$ cat config.mk
export PLATFORM = sky130hd
export DESIGN_NAME = bootrom_arbiter
export DESIGN_NICKNAME = d
export VERILOG_FILES = /design/src/rtl/bootrom_arbiter.sv
export SDC_FILE = /design/constraint.sdc
export NUM_CORES = 1
export LEC_CHECK = 0
export BUFFER_PORTS_ARGS = -buffer_cell sky130_fd_sc_hd__buf_4
export CORE_AREA = 2 2 132 134
export CTS_BUF_LIST = sky130_fd_sc_hd__clkbuf_8
export DETAILED_ROUTE_END_ITERATION = 10
export DIE_AREA = 0 0 134 136
export GPL_ROUTABILITY_DRIVEN = 0
export PLACE_DENSITY_LB_ADDON = 0.05
export SYNTH_ARGS = -nofsm -noshare
export SYNTH_HDL_FRONTEND = slang
export SYNTH_SLANG_ARGS = --single-unit
$ cat constraint.sdc
create_clock -name clk -period 2.5 [get_ports clk]
set_clock_uncertainty 0.2 [all_clocks]
set_input_delay 0.125 -clock clk [delete_from_list [all_inputs] [get_ports clk]]
set_output_delay 0.125 -clock clk [all_outputs]
set_load 0.05 [all_outputs]
$ cat src/rtl/bootrom_arbiter.sv
// Round-robin arbiter sharing one single-outstanding boot ROM port between NUM_REQ requesters.
// A watchdog turns a missing ROM response into an error response so no requester hangs.
module bootrom_arbiter #(
  parameter int NUM_REQ        = 2,
  parameter int ADDR_WIDTH     = 24,
  parameter int DATA_WIDTH     = 128,
  parameter int TIMEOUT_CYCLES = 64
) (
  input  logic                          clk,
  input  logic                          rst,
  input  logic [NUM_REQ-1:0]            req_valid_i,
  input  logic [NUM_REQ*ADDR_WIDTH-1:0] req_addr_i,
  output logic [NUM_REQ-1:0]            req_ready_o,
  output logic [NUM_REQ-1:0]            resp_valid_o,
  output logic [DATA_WIDTH-1:0]         resp_data_o,
  output logic                          resp_err_o,
  output logic [ADDR_WIDTH-1:0]         brom_req_address_o,
  output logic                          brom_req_valid_o,
  input  logic                          brom_ready_i,
  input  logic [DATA_WIDTH-1:0]         brom_resp_data_i,
  input  logic                          brom_resp_valid_i
);

  localparam int PW = $clog2(NUM_REQ);
  localparam int CW = $clog2(TIMEOUT_CYCLES);
  // Fires on the last WAIT cycle, so the error response lands TIMEOUT_CYCLES after the strobe.
  localparam logic [CW-1:0] CNT_LAST = CW'(TIMEOUT_CYCLES - 2);

  localparam logic [1:0] S_IDLE  = 2'd0;
  localparam logic [1:0] S_ISSUE = 2'd1;
  localparam logic [1:0] S_WAIT  = 2'd2;

  logic [1:0]            state;
  logic [PW-1:0]         rr_ptr;
  logic [PW-1:0]         owner;
  logic [CW-1:0]         cnt;
  logic [PW-1:0]         grant;
  logic [PW-1:0]         next_ptr;
  logic [PW:0]           cand;
  logic                  any_req;
  logic                  accept;
  logic [ADDR_WIDTH-1:0] sel_addr;

  always_comb begin
    grant   = rr_ptr;
    any_req = 1'b0;
    cand    = '0;
    for (int k = 0; k < NUM_REQ; k++) begin
      cand = {1'b0, rr_ptr} + (PW+1)'(k);
      if (cand >= (PW+1)'(NUM_REQ)) cand = cand - (PW+1)'(NUM_REQ);
      if (!any_req && req_valid_i[cand[PW-1:0]]) begin
        grant   = cand[PW-1:0];
        any_req = 1'b1;
      end
    end
  end

  assign next_ptr = (grant == PW'(NUM_REQ - 1)) ? '0 : grant + 1'b1;
  assign sel_addr = req_addr_i[grant*ADDR_WIDTH +: ADDR_WIDTH];
  assign accept   = !rst && (state == S_IDLE) && any_req;

  always_comb begin
    req_ready_o = '0;
    if (accept) req_ready_o[grant] = 1'b1;
  end

  // The ROM latches its address on any strobe, so never raise it while the ROM is busy.
  assign brom_req_valid_o = !rst && (state == S_ISSUE) && brom_ready_i;

  always_ff @(posedge clk) begin
    if (rst) begin
      state              <= S_IDLE;
      rr_ptr             <= '0;
      owner              <= '0;
      cnt                <= '0;
      resp_valid_o       <= '0;
      resp_err_o         <= 1'b0;
      resp_data_o        <= '0;
      brom_req_address_o <= '0;
    end else begin
      resp_valid_o <= '0;
      case (state)
        S_IDLE: begin
          if (any_req) begin
            owner              <= grant;
            brom_req_address_o <= {sel_addr[ADDR_WIDTH-1:4], 4'b0000};
            rr_ptr             <= next_ptr;
            state              <= S_ISSUE;
          end
        end
        S_ISSUE: begin
          if (brom_ready_i) begin
            cnt   <= '0;
            state <= S_WAIT;
          end
        end
        S_WAIT: begin
          cnt <= cnt + 1'b1;
          // A real response beats a coincident timeout.
          if (brom_resp_valid_i) begin
            resp_valid_o[owner] <= 1'b1;
            resp_data_o         <= brom_resp_data_i;
            resp_err_o          <= 1'b0;
            state               <= S_IDLE;
          end else if (cnt == CNT_LAST) begin
            resp_valid_o[owner] <= 1'b1;
            resp_data_o         <= '0;
            resp_err_o          <= 1'b1;
            state               <= S_IDLE;
          end
        end
        default: state <= S_IDLE;
      endcase
    end
  end

endmodule
Word level (Yosys, flattened, before mapping)
Index checks and enable logic that the tools add are counted.
Widths: inputs -> output; s select.
- input bits: 182
- output and inout port bits: 158
- flip-flop bits (word level): 161
- shifts and indexed selects: 1
- add/subtract/negate cells: 5
- bitwise gates (word level): 1
- order comparisons: 8
- eq/ne operators: 6
- multiplexer cells: 29
- $mul: 1
- reductions and logical operators: 17
- operator list (operator ; count):
    $mux 128 ; 2
    $shiftx 48x7->24 ; 1
    $mux 1 ; 15
    $mux 2 ; 7
    $pmux 6 s2 ; 1
    $lt 1x2->1 const B ; 4
    $logic_and 1x1->1 ; 7
    $add 6x1->6 const B ; 1
    $eq 6x6->1 const B ; 1
    $mux 6 ; 1
    $pmux 2 s3 ; 1
    $reduce_and 2->1 ; 3
    $ne 2x2->1 const B ; 2
    $reduce_bool 2->1 ; 2
    $mul 1x2->3 const B ; 1
    $ne 3x3->1 const B ; 1
    $reduce_and 3->1 ; 1
    $add 1x1->2 const B ; 1
    $demux 1 s1 ; 2
    $eq 2x1->1 const B ; 1
    $eq 2x2->1 const B ; 1
    $ge 1x1->1 const B ; 2
    $ge 1x2->1 const B ; 1
    $ge 2x2->1 const B ; 1
    other kinds (6) ; 8

Depth between registers and ports, before layout
Gate-level depths: netlist of run 1.
- depth in word-level cells: 13
- gate-level depth with buffers: 7

Worst setup path before layout of run 1
OpenSTA, ideal clock, no wires.
- path kind: register -> output
- start: reg state[1]
- end: out req_ready_o[1]
- arrival: 2.038 ns
- stages on the path, launching flop included: 5
- setup slack: 0.137 ns
- cell sequence: dfxtp_1 -> or3b_1 -> clkbuf_2 -> buf_6 -> nor3_1
- word-level cells in the longest chain between the ends: 4
- ends and longest elaborated chain (what ; line ; source):
    start, declared ; 33 ; logic [1:0] state;
    start signal, assigned ; 72 ; state <= S_IDLE;
    start signal, assigned ; 88 ; state <= S_ISSUE;
    start signal, assigned ; 94 ; state <= S_WAIT;
    $logic_not 2->1 ; 60 ; assign accept = !rst && (state == S_IDLE) && any_req;
    $logic_and 1x1->1 (2 in a row) ; 60 ;
    $mux 2 ; 64 ; if (accept) req_ready_o[grant] = 1'b1;
    end, declared ; 13 ; output logic [NUM_REQ-1:0] req_ready_o,
Every way passes these cells.

Final worst setup path of run 1
- start: reg state[1]
- end: reg brom_req_address_o[19]
- word-level cells in the longest chain between the ends: 2
- ends and longest elaborated chain (what ; line ; source):
    $logic_not 2->1 ; 82 ; case (state)
    $reduce_and 2->1 (no source line) ; -- ;
    end signal, assigned ; 86 ; brom_req_address_o <= {sel_addr[ADDR_WIDTH-1:4], 4'b0000};
    end, declared ; 17 ; output logic [ADDR_WIDTH-1:0] brom_req_address_o,
Every way passes these cells.
A chain may end at the register's enable or synchronous reset.

==> results of run 1 <==
-- state kept, by name (all words and copies together) (netlist names) --
signal	cells
owner	1
state	2
resp_data_o	128
resp_valid_o	2
resp_err_o	1
cnt	6
brom_req_address_o	20
rr_ptr	1
-- synthesized netlist by cell type --
library cell / number / area share (%)
or3_1: 3 / 0.29
a31oi_1: 6 / 0.58
nand2b_1: 1 / 0.096
inv_1: 4 / 0.23
clkbuf_1: 45 / 2.6
buf_1: 10 / 0.58
a2111oi_0: 1 / 0.13
nor3b_1: 1 / 0.12
buf_4: 4 / 0.46
clkbuf_2: 1 / 0.077
nand4b_1: 1 / 0.13
or3b_1: 1 / 0.13
nand3_1: 15 / 1.2
and3b_1: 1 / 0.13
nor2b_1: 3 / 0.29
nor2_1: 6 / 0.35
o21ba_4: 1 / 0.25
nor3_1: 2 / 0.15
a221o_1: 5 / 0.77
nand2_1: 132 / 7.6
a211oi_1: 4 / 0.46
nor3b_4: 1 / 0.29
or2b_1: 1 / 0.12
nor3b_2: 1 / 0.19
a22oi_1: 1 / 0.12
o311a_1: 1 / 0.15
a221o_2: 9 / 1.6
nand3b_1: 3 / 0.35
o211ai_1: 132 / 15
o21ai_0: 6 / 0.46
or3b_4: 1 / 0.17
ha_1: 2 / 0.38
buf_2: 22 / 1.7
nor4b_1: 14 / 1.9
or2_2: 2 / 0.19
dfxtp_1: 161 / 49
or2_1: 1 / 0.096
buf_6: 4 / 0.69
conb_1: 1 / 0.058
a21oi_1: 136 / 10
-- repair_timing --
| item | in CTS | in global routing |
|---|---|---|
| hold endpoints to repair | 153 | 0 |
| endpoints found under the setup margin | 0 | 20 |
| hold buffers | 181 | 0 |
| buffers inserted | 0 | 4 |
| resized for setup | 0 | 6 |
-- routing by layer --
metal  part of all wire (%)  vias up  wire, microns
met3                    6.0       46           1420
met5                      0        -              0
met1                     43     3429          10100
met2                     48      251          11400
li1                       -     3650              -
met4                    2.9        0            684
-- worst reg2reg max path: stages (launching register included) --
cell,delay (ns)
dfxtp_1,0.37
buf_4,0.19
or2_1,0.33
o21ba_4,0.32
a221o_2,0.34
dlygate4sd3_1,0.57
-- area by class of cell --
cell class / count / area, sq um / share of cell area [%]
well taps: 225 / 282 / 2.48
multi-input cells: 498 / 2920 / 25.7
inverters: 4 / 15.0 / 0.132
clock buffers: 17 / 234 / 2.06
repair buffers: 531 / 4560 / 40.1
flip-flops and latches: 161 / 3220 / 28.3
clock inverters: 15 / 138 / 1.21
-- report_power, final --
group          total, mW  switching [mW]  internal [mW]
logic               1.12           0.561          0.557
registers           2.68          0.0467           2.64
clock network       1.82            1.02          0.797
-- worst max-delay path by stage --
stage	start	to	slack, ns
after CTS	state[1]	req_ready_o[1]	0.0005
after global routing	state[1]	brom_req_address_o[19]	0.02
after global placement	state[1]	req_ready_o[1]	0.52
after detailed placement	state[1]	req_ready_o[1]	0.52
final	state[1]	brom_req_address_o[19]	0.08
after floorplan	state[1]	req_ready_o[1]	0.14
-- stage by stage --
stage | std cells | total power, mW | util, % | hold slack [ns] | cell area, sq um
floorplan | 749 | 3.23 | - | 0.0647 | 6530
global placement | 1233 | 3.60 | 54.0 | 0.151 | 9110
detailed placement | 1233 | 3.60 | 54.0 | 0.153 | 9110
CTS | 1446 | 5.67 | 66.9 | 0.138 | 11300
global route | 1451 | 5.86 | 67.4 | 0.194 | 11400
finish | 1451 | 5.62 | 67.4 | 0.194 | 11400
-- logic make-up after synthesis --
logic type,Yosys count,share of synthesized area [%]
AND/OR/NAND/NOR,190,13.7
AO/OA/AOI/OAI,302,30.1
buffers and inverters,90,6.31
flip-flops,161,49.4
other,1,0.0575
adder cells (fa/ha/maj),2,0.384
==> impl_metrics.yaml, run 1 <==
placement:
  post-place-ws_ns: 0.523
  portBuffers: 327
  dpl.hpwl_mm: 13.8
clocking:
  cts_root_buf: "clkbuf_8"
  numCtsBuffers: 17
  clk_latency_ns: 0.44
  clock_path_buffers: 2
  cts_sinks: 161
  clkTransAtPathRegs_ns: 0.09
  cts_tree: "done"
  cts_max_level: 4
run:
  max-cap-violations: 0
grt:
  busiest_layer: "met2"
  use_met3_pct: 5.63
  grt_start_max_net_pins: 93
  antenna_found_initial: 0
  met1_usage_pct: 30.4
  first_global_vias: 7275
  grtUsageMet2_pct: 40.9
  grt_pass1_wl_mm: 36.4
  grt_use_total_pct: 24.6
  overflow: 0
detailed_routing:
  antenna_left: 0
  wire_per_inst_microns: 16.3
  vias_per_cell: 5.08
  wirelength_mm: 23.6
  drc_errors: 0
  routed-via-count: 7376
  drt_iter0_markers: 499
  firstDrtPassIters: 5
die:
  die_w_microns: 134
  io_pins: 340
  dieArea_sq_um: 18200
  core-area_sq_um: 16900
  die_h_microns: 136
  initial_core_util_pct: 38.6
  num_rows: 48
critical_path:
  reg2reg_depth: 5
  crit_type: "reg -> reg"
  start_kind: "flop"
  critPathBufInv: 2
  cp_max_fo: 14
  crit_chain: "buf_4 -> or2_1 -> o21ba_4 -> a221o_2 -> dlygate4sd3_1"
  max_stage_delay_ns: 0.57
  r2r_end: "brom_req_address_o[19]"
  reg2reg_slack_ns: 0.08
  end_kind: "flop"
  required_ns: 2.63
  cp_slowest_cell: "dlygate4sd3_1"
  path_depth: 5
  r2r-start: "state[1]"
  critPathTopFamily: "buffers and inverters"
  worstPathArrival_ns: 2.56
logic_synthesis:
  syn_area_per_cell_sq_um: 8.74
  netlist_area_sq_um: 6520
  ys_ff_latch: 161
  synth.yosys.seq_area_share_pct: 49.4
  yosys.cell_types.count: 40
  yosys_warnings: 0
  synth_cells: 746
outcome:
  status: "complete, no violations"
min_path:
  worstHoldStart: "rst"
  hold_class: "in -> reg"
  hold_depth: 3
  hold_end: "brom_req_address_o[7]"
sta:
  slew_violations: 0
  fmax_mhz: 413
  period_share_pct: 96.8
  worst_slew_margin_rel_pct: 62.7
  rsz0062_at_grt: "no"
  fin_tns_setup_ns: 0
  setup_violations: 0
  tightestPinTransition_ns: 0.559
  worst_slack_ns: 0.0794
  hold_violations: 0
  period_minus_slack_ns: 2.42
finish:
  drive_gt1_share_pct: 32.7
  final_net_count: 1397
  final_cell_mix: "buf_4, dlygate4sd3_1, dfxtp_1"
  final_common_cell: "buf_4"
  area_delta_synth_final_pct: 74.4
  fillCellCount: 1394
  diodes: 0
power_and_ir_drop:
  pwr_density_cell_nw_per_um2: 494
  vdd_drop_max_mv: 0.316
  p_leak_nw: 4.63
Note: power is estimated with default switching activity, not from simulation.
==> run 2, diff against run 1 <==
--- a/config.mk
+++ b/config.mk
@@ -6,12 +6,14 @@
 export NUM_CORES = 1
 export LEC_CHECK = 0
 export BUFFER_PORTS_ARGS = -buffer_cell sky130_fd_sc_hd__buf_4
-export CORE_AREA = 2 2 132 134
+export CORE_ASPECT_RATIO = 0.5
+export CORE_MARGIN = 1.5
+export CORE_UTILIZATION = 47
 export CTS_BUF_LIST = sky130_fd_sc_hd__clkbuf_8
 export DETAILED_ROUTE_END_ITERATION = 10
-export DIE_AREA = 0 0 134 136
 export GPL_ROUTABILITY_DRIVEN = 0
 export PLACE_DENSITY_LB_ADDON = 0.05
+export SLEW_MARGIN = 20
 export SYNTH_ARGS = -nofsm -noshare
 export SYNTH_HDL_FRONTEND = slang
 export SYNTH_SLANG_ARGS = --single-unit
==> run 2 against run 1 <==
Register-to-register slack worse by 0.04 ns. Worst setup slack worse by 0.037 ns. Critical path type unchanged. Via count is 5.6% higher. Critical endpoint is now brom_req_address_o[22].
==> impl_metrics.yaml, run 2 (same netlist as run 1, synthesis figures left out) <==
outcome:
  status: "complete, no violations"
power_and_ir_drop:
  p_total_mw: 5.69
  pwr_density_cell_nw_per_um2: 502
  vdd_drop_max_mv: 0.336
  p_leak_nw: 4.63
critical_path:
  crit_type: "reg -> reg"
  required_ns: 2.68
  worstPathArrival_ns: 2.64
  max_stage_delay_ns: 0.57
  start_kind: "flop"
  end_kind: "flop"
  cp_max_fo: 10
  critPathBufInv: 2
  crit_chain: "buf_4 -> nor3b_2 -> nand3_1 -> a31oi_1 -> dlygate4sd3_1"
  critPathTopFamily: "buffers and inverters"
  cp_slowest_cell: "dlygate4sd3_1"
sta:
  worst_slack_ns: 0.0420
  fin_tns_setup_ns: 0
  period_share_pct: 98.3
  fmax_mhz: 407
  hold_violations: 0
  setup_violations: 0
  tightestPinTransition_ns: 0.748
  worst_slew_margin_rel_pct: 50.1
  hold_ws_ns: 0.119
  period_minus_slack_ns: 2.46
  slew_violations: 0
die:
  dieArea_sq_um: 14600
  die_h_microns: 86.3
  die_w_microns: 170
  initial_core_util_pct: 48.1
  io_pins: 340
  num_rows: 30
  core-area_sq_um: 13600
detailed_routing:
  wirelength_mm: 24.9
  drt_iter0_markers: 655
  drc_errors: 0
  antenna_left: 0
  met1_length_mm: 9.67
  routed-via-count: 7791
  vias_per_cell: 5.49
  firstDrtPassIters: 5
  highest_layer: "met4"
  wl_met2_mm: 12.7
  dr_wl_met3_mm: 1.62
  wire_per_inst_microns: 17.5
finish:
  final_common_cell: "buf_4"
  largest_register_ffs: 128
  fillCellCount: 787
  fin_cells: 1419
  drive_gt1_share_pct: 32.5
  area_delta_synth_final_pct: 73.9
  final_cell_mix: "buf_4, dlygate4sd3_1, dfxtp_1"
  final_net_count: 1398
  final_core_util_pct: 83.7
  diodes: 0
  stdcell_area_sq_um: 11300
  reg.largest.list: "resp_data_o: 128 flops, brom_req_address_o: 20 flops, cnt: 6 flops"
  final-seq-area_sq_um: 3220
  largest-register: "resp_data_o"
  multiInputGateArea_sq_um: 2940
clocking:
  cts_max_level: 4
  numCtsBuffers: 17
  cts_root_buf: "clkbuf_8"
  clk_latency_ns: 0.43
  cts_tree: "done"
  cts_sinks: 161
  clkTransAtPathRegs_ns: 0.09
  clock_path_buffers: 2
grt:
  grt_pass1_wl_mm: 37.3
  grt_start_max_net_pins: 124
  grt_use_total_pct: 31.7
  antenna_found_initial: 0
  overflow: 0
  first_global_vias: 7582
run:
  max-cap-violations: 0
placement:
  placed_area_sq_um: 9030
  dpl.hpwl_mm: 13.2
  post-place-ws_ns: 0.557
  dpl.cell_count: 1197
  portBuffers: 327
min_path:
  hold_class: "in -> reg"
==> run 2: changes by cell type in the layout (fill, tap and decap cells not counted), sizes merged <==
cell         previous run  this run
inv                     8         9
clkinvlp                2         6
nand3                  15        16
clkinv                  8         2
dlygate4sd3           181       185
buf                   348       345
==> run 2: worst reg2reg max path, cell delays in order (launching register included) <==
cell and delay (ns):
dfxtp_1 0.40, buf_4 0.20, nor3b_2 0.55, nand3_1 0.23
a31oi_1 0.26, dlygate4sd3_1 0.57
==> run 2: layout make-up <==
| class | instances | area share (%) |
|---|---|---|
| timing repair buffer | 531 | 40.1 |
| sequential | 161 | 28.4 |
| multi-input combinational | 499 | 25.9 |
| clock buffer | 18 | 2.18 |
| tap | 192 | 2.12 |
| clock inverter | 14 | 1.15 |
| inverter | 4 | 0.132 |
==> run 2: per-layer routing <==
metal / up-vias / track usage, %
met5: - / 0
met4: 0 / 13.4
met3: 81 / 6.85
met2: 346 / 57.9
met1: 3705 / 36.3
li1: 3659 / -
==> run 2: final timing paths <==
path | from | to | slack, ns | depth (start not counted)
hold / removal | req_valid_i[0] | owner | 0.12 | 4
hold reg to reg | resp_err_o | resp_err_o | 0.26 | 2
setup reg to reg | state[0] | brom_req_address_o[22] | 0.04 | 5
setup / recovery | state[0] | brom_req_address_o[22] | 0.04 | 5
==> run 2: power by group <==
part / internal, mW / switching, mW
clock: 0.825 / 1.03
combinational: 0.564 / 0.584
sequential: 2.64 / 0.0550
total: 4.03 / 1.67
==> run 2: timing repair <==
item,in CTS,in global routing
endpoints found under the hold margin,155,0
setup buffers,0,3
endpoints found under the setup margin,0,17
hold buffers,185,0
resized for setup,0,5
